==> config.mk <==
export PLATFORM = sky130hd
export DESIGN_NAME = recv_send
export DESIGN_NICKNAME = d
export VERILOG_FILES = /design/src/rtl/serial_pkg.sv /design/src/rtl/resp_timer.sv /design/src/rtl/recv_send.sv
export SDC_FILE = /design/constraint.sdc
export NUM_CORES = 1
export LEC_CHECK = 0
export BUFFER_PORTS_ARGS = -buffer_cell sky130_fd_sc_hd__buf_2
export CORE_MARGIN = 2
export CORE_UTILIZATION = 25
export DETAILED_ROUTE_END_ITERATION = 10
export PLACE_DENSITY = 0.43
export SYNTH_ARGS = -nofsm -noshare
export SYNTH_HDL_FRONTEND = slang
export SYNTH_SLANG_ARGS = --single-unit
==> constraint.sdc <==
create_clock -name clk -period 1.95 [get_ports clk]
set_clock_uncertainty 0.2 [all_clocks]
set_input_delay 0.2925 -clock clk [delete_from_list [all_inputs] [get_ports clk]]
set_output_delay 0.2925 -clock clk [all_outputs]
set_load 0.1 [all_outputs]
==> src/rtl/serial_pkg.sv <==
// Shared definitions for the one-byte serial responder: FSM encodings,
// default NAK byte and the timeout-timer width helper.
package serial_pkg;

  typedef enum logic [1:0] {
    IDLE      = 2'd0,
    WAIT_RESP = 2'd1,
    TX_WAIT   = 2'd2,
    TX_DONE   = 2'd3
  } state_t;

  localparam logic [7:0] DEFAULT_NAK_CHAR = 8'h15;

  // Bits needed to count up to limit inclusive; never narrower than one bit.
  function automatic int timer_width(input int limit);
    int w;
    w = $clog2(limit + 1);
    return (w < 1) ? 1 : w;
  endfunction

endpackage

==> src/rtl/resp_timer.sv <==
// Response-wait timer: counts enabled cycles from a clear and flags the cycle
// in which the count reaches LIMIT-1. LIMIT=0 disables expiry entirely.
module resp_timer
  import serial_pkg::*;
#(
  parameter int LIMIT = 1000
) (
  input  logic clk,
  input  logic reset,
  input  logic clear,
  input  logic enable,
  output logic expired
);

  localparam int W = timer_width(LIMIT);
  localparam logic [W-1:0] LAST = W'(LIMIT - 1);
  localparam logic [W-1:0] SAT  = W'(LIMIT);

  logic [W-1:0] count_reg;

  // Saturates at LIMIT so a stalled count can never wrap back into range.
  always_ff @(posedge clk) begin
    if (reset || clear) begin
      count_reg <= '0;
    end else if (enable && (count_reg != SAT)) begin
      count_reg <= count_reg + W'(1);
    end
  end

  assign expired = enable && (LIMIT != 0) && (count_reg == LAST);

endmodule

==> src/rtl/recv_send.sv <==
// Responder end of the one-byte serial exchange: takes a byte from the RX UART,
// offers it to user logic, and transmits the response (or NAK on timeout).
module recv_send
  import serial_pkg::*;
#(
  parameter int         TIMEOUT_CYCLES = 1000,
  parameter logic [7:0] NAK_CHAR       = DEFAULT_NAK_CHAR
) (
  input  logic       clk,
  input  logic       reset,
  input  logic [7:0] rx_data,
  input  logic       rx_valid,
  output logic       rx_rd_strobe,
  output logic [7:0] tx_data,
  output logic       tx_wr_strobe,
  input  logic       tx_busy,
  output logic [7:0] req_data,
  output logic       req_valid,
  input  logic [7:0] resp_data,
  input  logic       resp_valid,
  output logic       busy,
  output logic       timeout_err
);

  state_t     state_reg, state_next;
  logic [7:0] req_data_reg, req_data_next;
  logic [7:0] out_byte_reg, out_byte_next;
  logic [7:0] tx_data_reg, tx_data_next;
  logic       rx_rd_strobe_reg, rx_rd_strobe_next;
  logic       req_valid_reg, req_valid_next;
  logic       tx_wr_strobe_reg, tx_wr_strobe_next;
  logic       timeout_err_reg, timeout_err_next;
  logic       timer_expired;

  resp_timer #(
    .LIMIT (TIMEOUT_CYCLES)
  ) u_timer (
    .clk     (clk),
    .reset   (reset),
    .clear   (state_reg == IDLE),
    .enable  (state_reg == WAIT_RESP),
    .expired (timer_expired)
  );

  always_comb begin
    state_next        = state_reg;
    req_data_next     = req_data_reg;
    out_byte_next     = out_byte_reg;
    tx_data_next      = tx_data_reg;
    rx_rd_strobe_next = 1'b0;
    req_valid_next    = 1'b0;
    tx_wr_strobe_next = 1'b0;
    timeout_err_next  = 1'b0;

    case (state_reg)
      IDLE: begin
        if (rx_valid) begin
          req_data_next     = rx_data;
          rx_rd_strobe_next = 1'b1;
          req_valid_next    = 1'b1;
          state_next        = WAIT_RESP;
        end
      end
      WAIT_RESP: begin
        // A response arriving on the expiry cycle still wins over the NAK.
        if (resp_valid) begin
          out_byte_next = resp_data;
          state_next    = TX_WAIT;
        end else if (timer_expired) begin
          out_byte_next    = NAK_CHAR;
          timeout_err_next = 1'b1;
          state_next       = TX_WAIT;
        end
      end
      TX_WAIT: begin
        if (!tx_busy) begin
          tx_data_next      = out_byte_reg;
          tx_wr_strobe_next = 1'b1;
          state_next        = TX_DONE;
        end
      end
      TX_DONE: begin
        // Dead cycle lets the UART raise tx_busy before we could strobe again.
        state_next = IDLE;
      end
      default: state_next = IDLE;
    endcase
  end

  always_ff @(posedge clk) begin
    if (reset) begin
      state_reg        <= IDLE;
      req_data_reg     <= '0;
      out_byte_reg     <= '0;
      tx_data_reg      <= '0;
      rx_rd_strobe_reg <= 1'b0;
      req_valid_reg    <= 1'b0;
      tx_wr_strobe_reg <= 1'b0;
      timeout_err_reg  <= 1'b0;
    end else begin
      state_reg        <= state_next;
      req_data_reg     <= req_data_next;
      out_byte_reg     <= out_byte_next;
      tx_data_reg      <= tx_data_next;
      rx_rd_strobe_reg <= rx_rd_strobe_next;
      req_valid_reg    <= req_valid_next;
      tx_wr_strobe_reg <= tx_wr_strobe_next;
      timeout_err_reg  <= timeout_err_next;
    end
  end

  assign rx_rd_strobe = rx_rd_strobe_reg;
  assign req_valid    = req_valid_reg;
  assign req_data     = req_data_reg;
  assign tx_data      = tx_data_reg;
  assign tx_wr_strobe = tx_wr_strobe_reg;
  assign timeout_err  = timeout_err_reg;
  assign busy         = (state_reg != IDLE);

endmodule

Word level (Yosys, flattened, before mapping):

Index checks and enable logic that the tools add are counted.

* bits in registers: 39
* bits of input ports: 21

* $add $sub $neg: 1
* eq/ne operators: 8
* multiplexer cells: 10
* bitwise gates (word level): 4
* reduce and logical (&&, ||, !) cells: 13

Operator list (number)
* 8-bit two-way mux: 2
* 10-bit by 1-bit adder with 10-bit output, second input constant: 1
* 10-bit equality test, second input constant: 1
* 10-bit inequality test, second input constant: 1
* 2-bit two-way mux: 4
* 2-bit case mux with 4 select lines: 1
* 2-bit AND reduction: 3
* 2-bit equality test, second input constant: 2
* 2-bit inequality test, second input constant: 2
* 1-bit NOT: 4
* 2-bit nonzero test: 2
* 2-bit OR reduction: 2
* 1-bit two-way mux: 3
* 3-bit inequality test, second input constant: 1
* 3-bit AND reduction: 1
* 3-bit OR reduction: 1
* 2-bit by 1-bit equality test with 1-bit output, second input constant: 1
* 1-bit logical AND: 2
* 2-bit zero test: 1
* 1-bit logical OR: 1

Longest topological paths before layout:

* depth after elaboration: 5
* gate-level depth with buffers: 7
* gate-level depth less buffers: 6

Modules after synthesis:

Synthesis repeated with hierarchy kept, for this count alone.

* cells, all modules: 197
* area total of the unflattened synthesis: 1714.1 µm²

Modules (own cells, without submodules)
* recv_send: times used 1, cells an instance 130, area an instance 1123.6 µm², seq. area each 580.6 µm²
* resp_timer: times used 1, cells an instance 67, area an instance 590.6 µm², seq. area each 200.2 µm²

Worst setup path before layout:

Ideal clock, no wire load.

* path type: flip-flop to flip-flop
* start: reg state_reg[0]
* end: reg state_reg[0]
* library setup time: 0.129 ns
* arrival: 1.630 ns
* required time: 1.621 ns
* slack: -0.009 ns
* stages on the path, launching flop included: 6
* path buffers: 0
* cell sequence: dfxtp_1 inv_1 ha_1 inv_1 o211ai_1 mux2i_1

* cells in the longest elaborated chain, start to end: 4
* elaborated cells on any way between the ends: 10
* classes of those cells: eq/ne: 6; mux: 1; reduce/logical: 3

RTL lines
* start: declaration: RTL line recv_send.sv:25 `state_t state_reg, state_next;`
* start signal: assignment: RTL line recv_send.sv:101 `state_reg <= state_next;`
* 2-bit by 1-bit equality test with 1-bit output: RTL line recv_send.sv:41, recv_send.sv:55
* 1-bit logical AND: RTL line resp_timer.sv:30 `assign expired = enable && (LIMIT != 0) && (count_reg == LAST);`
* 3-bit inequality test (no line)
* 3-bit AND reduction (no line)

Several ways; a longest one is shown, not always the timed one.
A chain may end at the register's enable or synchronous reset.

Worst setup path after layout:

* start: reg state_reg[0]
* end: out busy

* cells in the longest elaborated chain, start to end: 1

RTL lines
* 2-bit nonzero test: RTL line recv_send.sv:118 `assign busy = (state_reg != IDLE);`
* end: declaration: RTL line recv_send.sv:21 `output logic busy,`

No other way between the ends.

==> flow_summary.yaml <==
outcome:
  status: "finished, final reports clean"
sta:
  finalHoldViolCount: 0
  drv_slew: 0
  setup_viol: 0
  post-route-period-util: 0.952
  finalCriticalPeriod_ns: 1.86
  slew-limit-headroom: 0.672
  rsz0062_at_grt: "no"
  fin_hold_ws_ns: 0.0378
  fmax_ghz: 0.539
  setup_tns_ns: 0
  tightest_slew_ns: 0.495
placed_design:
  dp.cells: 313
  hpwl_um: 2690
  place_congestion: 0.695
  dpl-instance-area_mm2: 0.00195
  port_buffers: 41
grt:
  antenna_found_initial: 0
  grt_pass1_wl_um: 6200
  grt_use_total: 0.104
  first_global_vias: 1306
  grt-ovfl-total: 0
  grt_start_max_net_pins: 19
synth:
  synth_edf_count: 0
  synthMuxAreaShare: 0.0118
  mappedNetlistArea_mm2: 0.00170
  synth_top_family_by_area: "simple AND/OR/NAND/NOR gates"
  yosys.area_share.adder: 0.0368
  yosysSeqAreaShare: 0.459
  synth-main-ff-cell: "dfxtp_1"
  synth_xor_area_frac: 0.0309
  synth_compound_area_frac: 0.131
  synth_simple_gate_area_share: 0.261
  synth_area_per_cell_um2: 8.50
  ys_ff_latch: 39
  synth_warnings: 0
  async_reset_ff_frac: 0
  ys_types: 37
  syn-instance-count: 200
  synth_fp_nets: 226
worst_setup_path:
  cp-end-kind: "output pin"
  crit_type: "register to output pin"
  startpoint: "state_reg[0]"
  worstSetupStartpointType: "register"
  critPathMaxFanout: 3
  r2r-end: "u_timer.count_reg[6]"
  worstSetupEndpoint: "busy"
  reg2regPathDepth: 5
  r2r_start: "state_reg[1]"
  worstPathArrival_ns: 1.36
  worstPathRequired_ns: 1.46
  reg2reg_slack_ns: 0.23
cts:
  root_buffer: "clkbuf_8"
  htreeDepth: 2
  cts_tree: "built"
  cts_hold_buf: 0
  cts_sinks: 39
  insertion_delay_ns: 0.30
  cts_buffers: 5
  ctsLongestPathBuffers: 2
  clk_pin_slew_ns: 0.08
die:
  num_rows: 30
  core_area_mm2: 0.00668
  start_util: 0.254
  dieHeight_um: 86.4
  die-area_mm2: 0.00747
  io_pins: 42
  fp.dieW_um: 86.4
final_layout:
  final_common_cell: "nand2_1"
  design_area_mm2: 0.00207
  multi_input_area_um2: 805
  layout-drive-gt1-share: 0.266
  final_cell_count_no_fill: 321
  largest_reg_flops: 10
  fillerInstances: 740
  area_growth_pct: 21.9
  final_nets: 266
  diodes: 0
  regArea_um2: 781
  final_cell_mix: "nand2_1 (42), buf_2 (40), dfxtp_1 (39), a21oi_1 (24), nor2_1 (16)"
  utilization: 0.310
power:
  power.internal_w: 0.00157
  switching_share: 0.412
  power_frac_comb: 0.388
  peakVddDrop_uv: 302
  leakage_nw: 0.815
  powerDensity_mw_per_mm2: 1290
  power.switching_w: 0.00110
  pwr-share-seq: 0.348
  clkPwrFrac: 0.264
detailed_routing:
  postRouteAntennaNets: 0
  viasPerCell: 4.41
  drt-pass1-iter-count: 4
  drc: 0
  vias: 1415
  post_drt_wl_per_cell_um: 11.6
  dr.first_iter.drc_count: 36
  wl_um: 3710
flow_run:
  cap_violations: 0
min_path:
  holdCritPathClass: "input pin to register"
  min-delay-start: "rx_data[2]"
-- cells in the mapped netlist, types with 2 or more instances --
cell / instances / area [um^2]
inv_1: 5 / 18.8
o21ai_0: 2 / 10.0
nand4_1: 3 / 18.8
o21a_1: 4 / 30.0
nand2_1: 42 / 158
buf_6: 3 / 33.8
xnor2_1: 4 / 35.0
nand2b_1: 2 / 12.5
or2b_2: 2 / 17.5
a21oi_1: 24 / 120
ha_1: 5 / 62.6
dfxtp_1: 39 / 781
mux2i_1: 2 / 20.0
nand3_1: 14 / 70.1
or3_1: 3 / 18.8
nor3_1: 4 / 20.0
clkbuf_8: 2 / 27.5
xor2_1: 2 / 17.5
clkbuf_1: 5 / 18.8
nor2_1: 16 / 60.1
-- how the worst min path moves through the flow --
stage | end | slack [ns] | depth (start not counted)
finish | req_data[2] | 0.04 | 3
global route | req_data[4] | 0.04 | 3
CTS | req_data[4] | 0.03 | 3
detailed placement | tx_data[0] | 0.25 | 2
global placement | tx_data[4] | 0.24 | 2
floorplan | tx_data[1] | 0.23 | 2
-- cells by family after synthesis --
group	count (synthesis)
compound gates	37
xor+xnor	6
fa+ha+maj	5
buf+inv	18
flops	39
mux	2
simple gates	93
-- what timing repair did --
item	in CTS	in global routing
resized for setup	1	1
pin swaps	0	0
setup buffers	0	0
setup endpoints to repair	1	2
-- critical path: stages, from the launching register on --
cell        delay (ns)
dfxtp_1           0.36
inv_1             0.08
ha_1              0.25
clkinvlp_4        0.09
buf_4             0.28
-- per-stage QoR --
step | setup WS (ns) | total power [W]
2_1_floorplan | 0.0170 | 0.00182
4_1_cts | 0.0838 | 0.00271
3_5_place_dp | 0.153 | 0.00199
5_1_grt | 0.0230 | 0.00284
3_3_place_gp | 0.192 | 0.00199
6_report | 0.0933 | 0.00267
-- per-layer routing --
| layer | GRT usage | vias to the layer above | share of wire |
|---|---|---|---|
| met5 | 0 | - | 0 |
| met4 | 0.0384 | 0 | 0.018 |
| li1 | - | 751 | - |
| met2 | 0.162 | 27 | 0.44 |
| met3 | 0.0371 | 7 | 0.049 |
| met1 | 0.134 | 630 | 0.49 |
-- area by class of cell --
cell class                 instances  area share
multi-input combinational        143       0.389
sequential                        39       0.377
timing repair buffer              46       0.118
tap                               80      0.0483
clock buffer                       6      0.0399
clock inverter                     2      0.0169
inverter                           5      0.0109
-- power by group through the flow --
stage | Clock, W | Sequential [W] | Combinational (W)
CTS | 0.000727 | 0.000933 | 0.00105
floorplan | 0 | 0.00123 | 0.000596
finish | 0.000705 | 0.000932 | 0.00104
global route | 0.000764 | 0.000944 | 0.00113
global placement | 0 | 0.000949 | 0.00104
detailed placement | 0 | 0.000950 | 0.00104
Power figures use the tool's default switching activity.
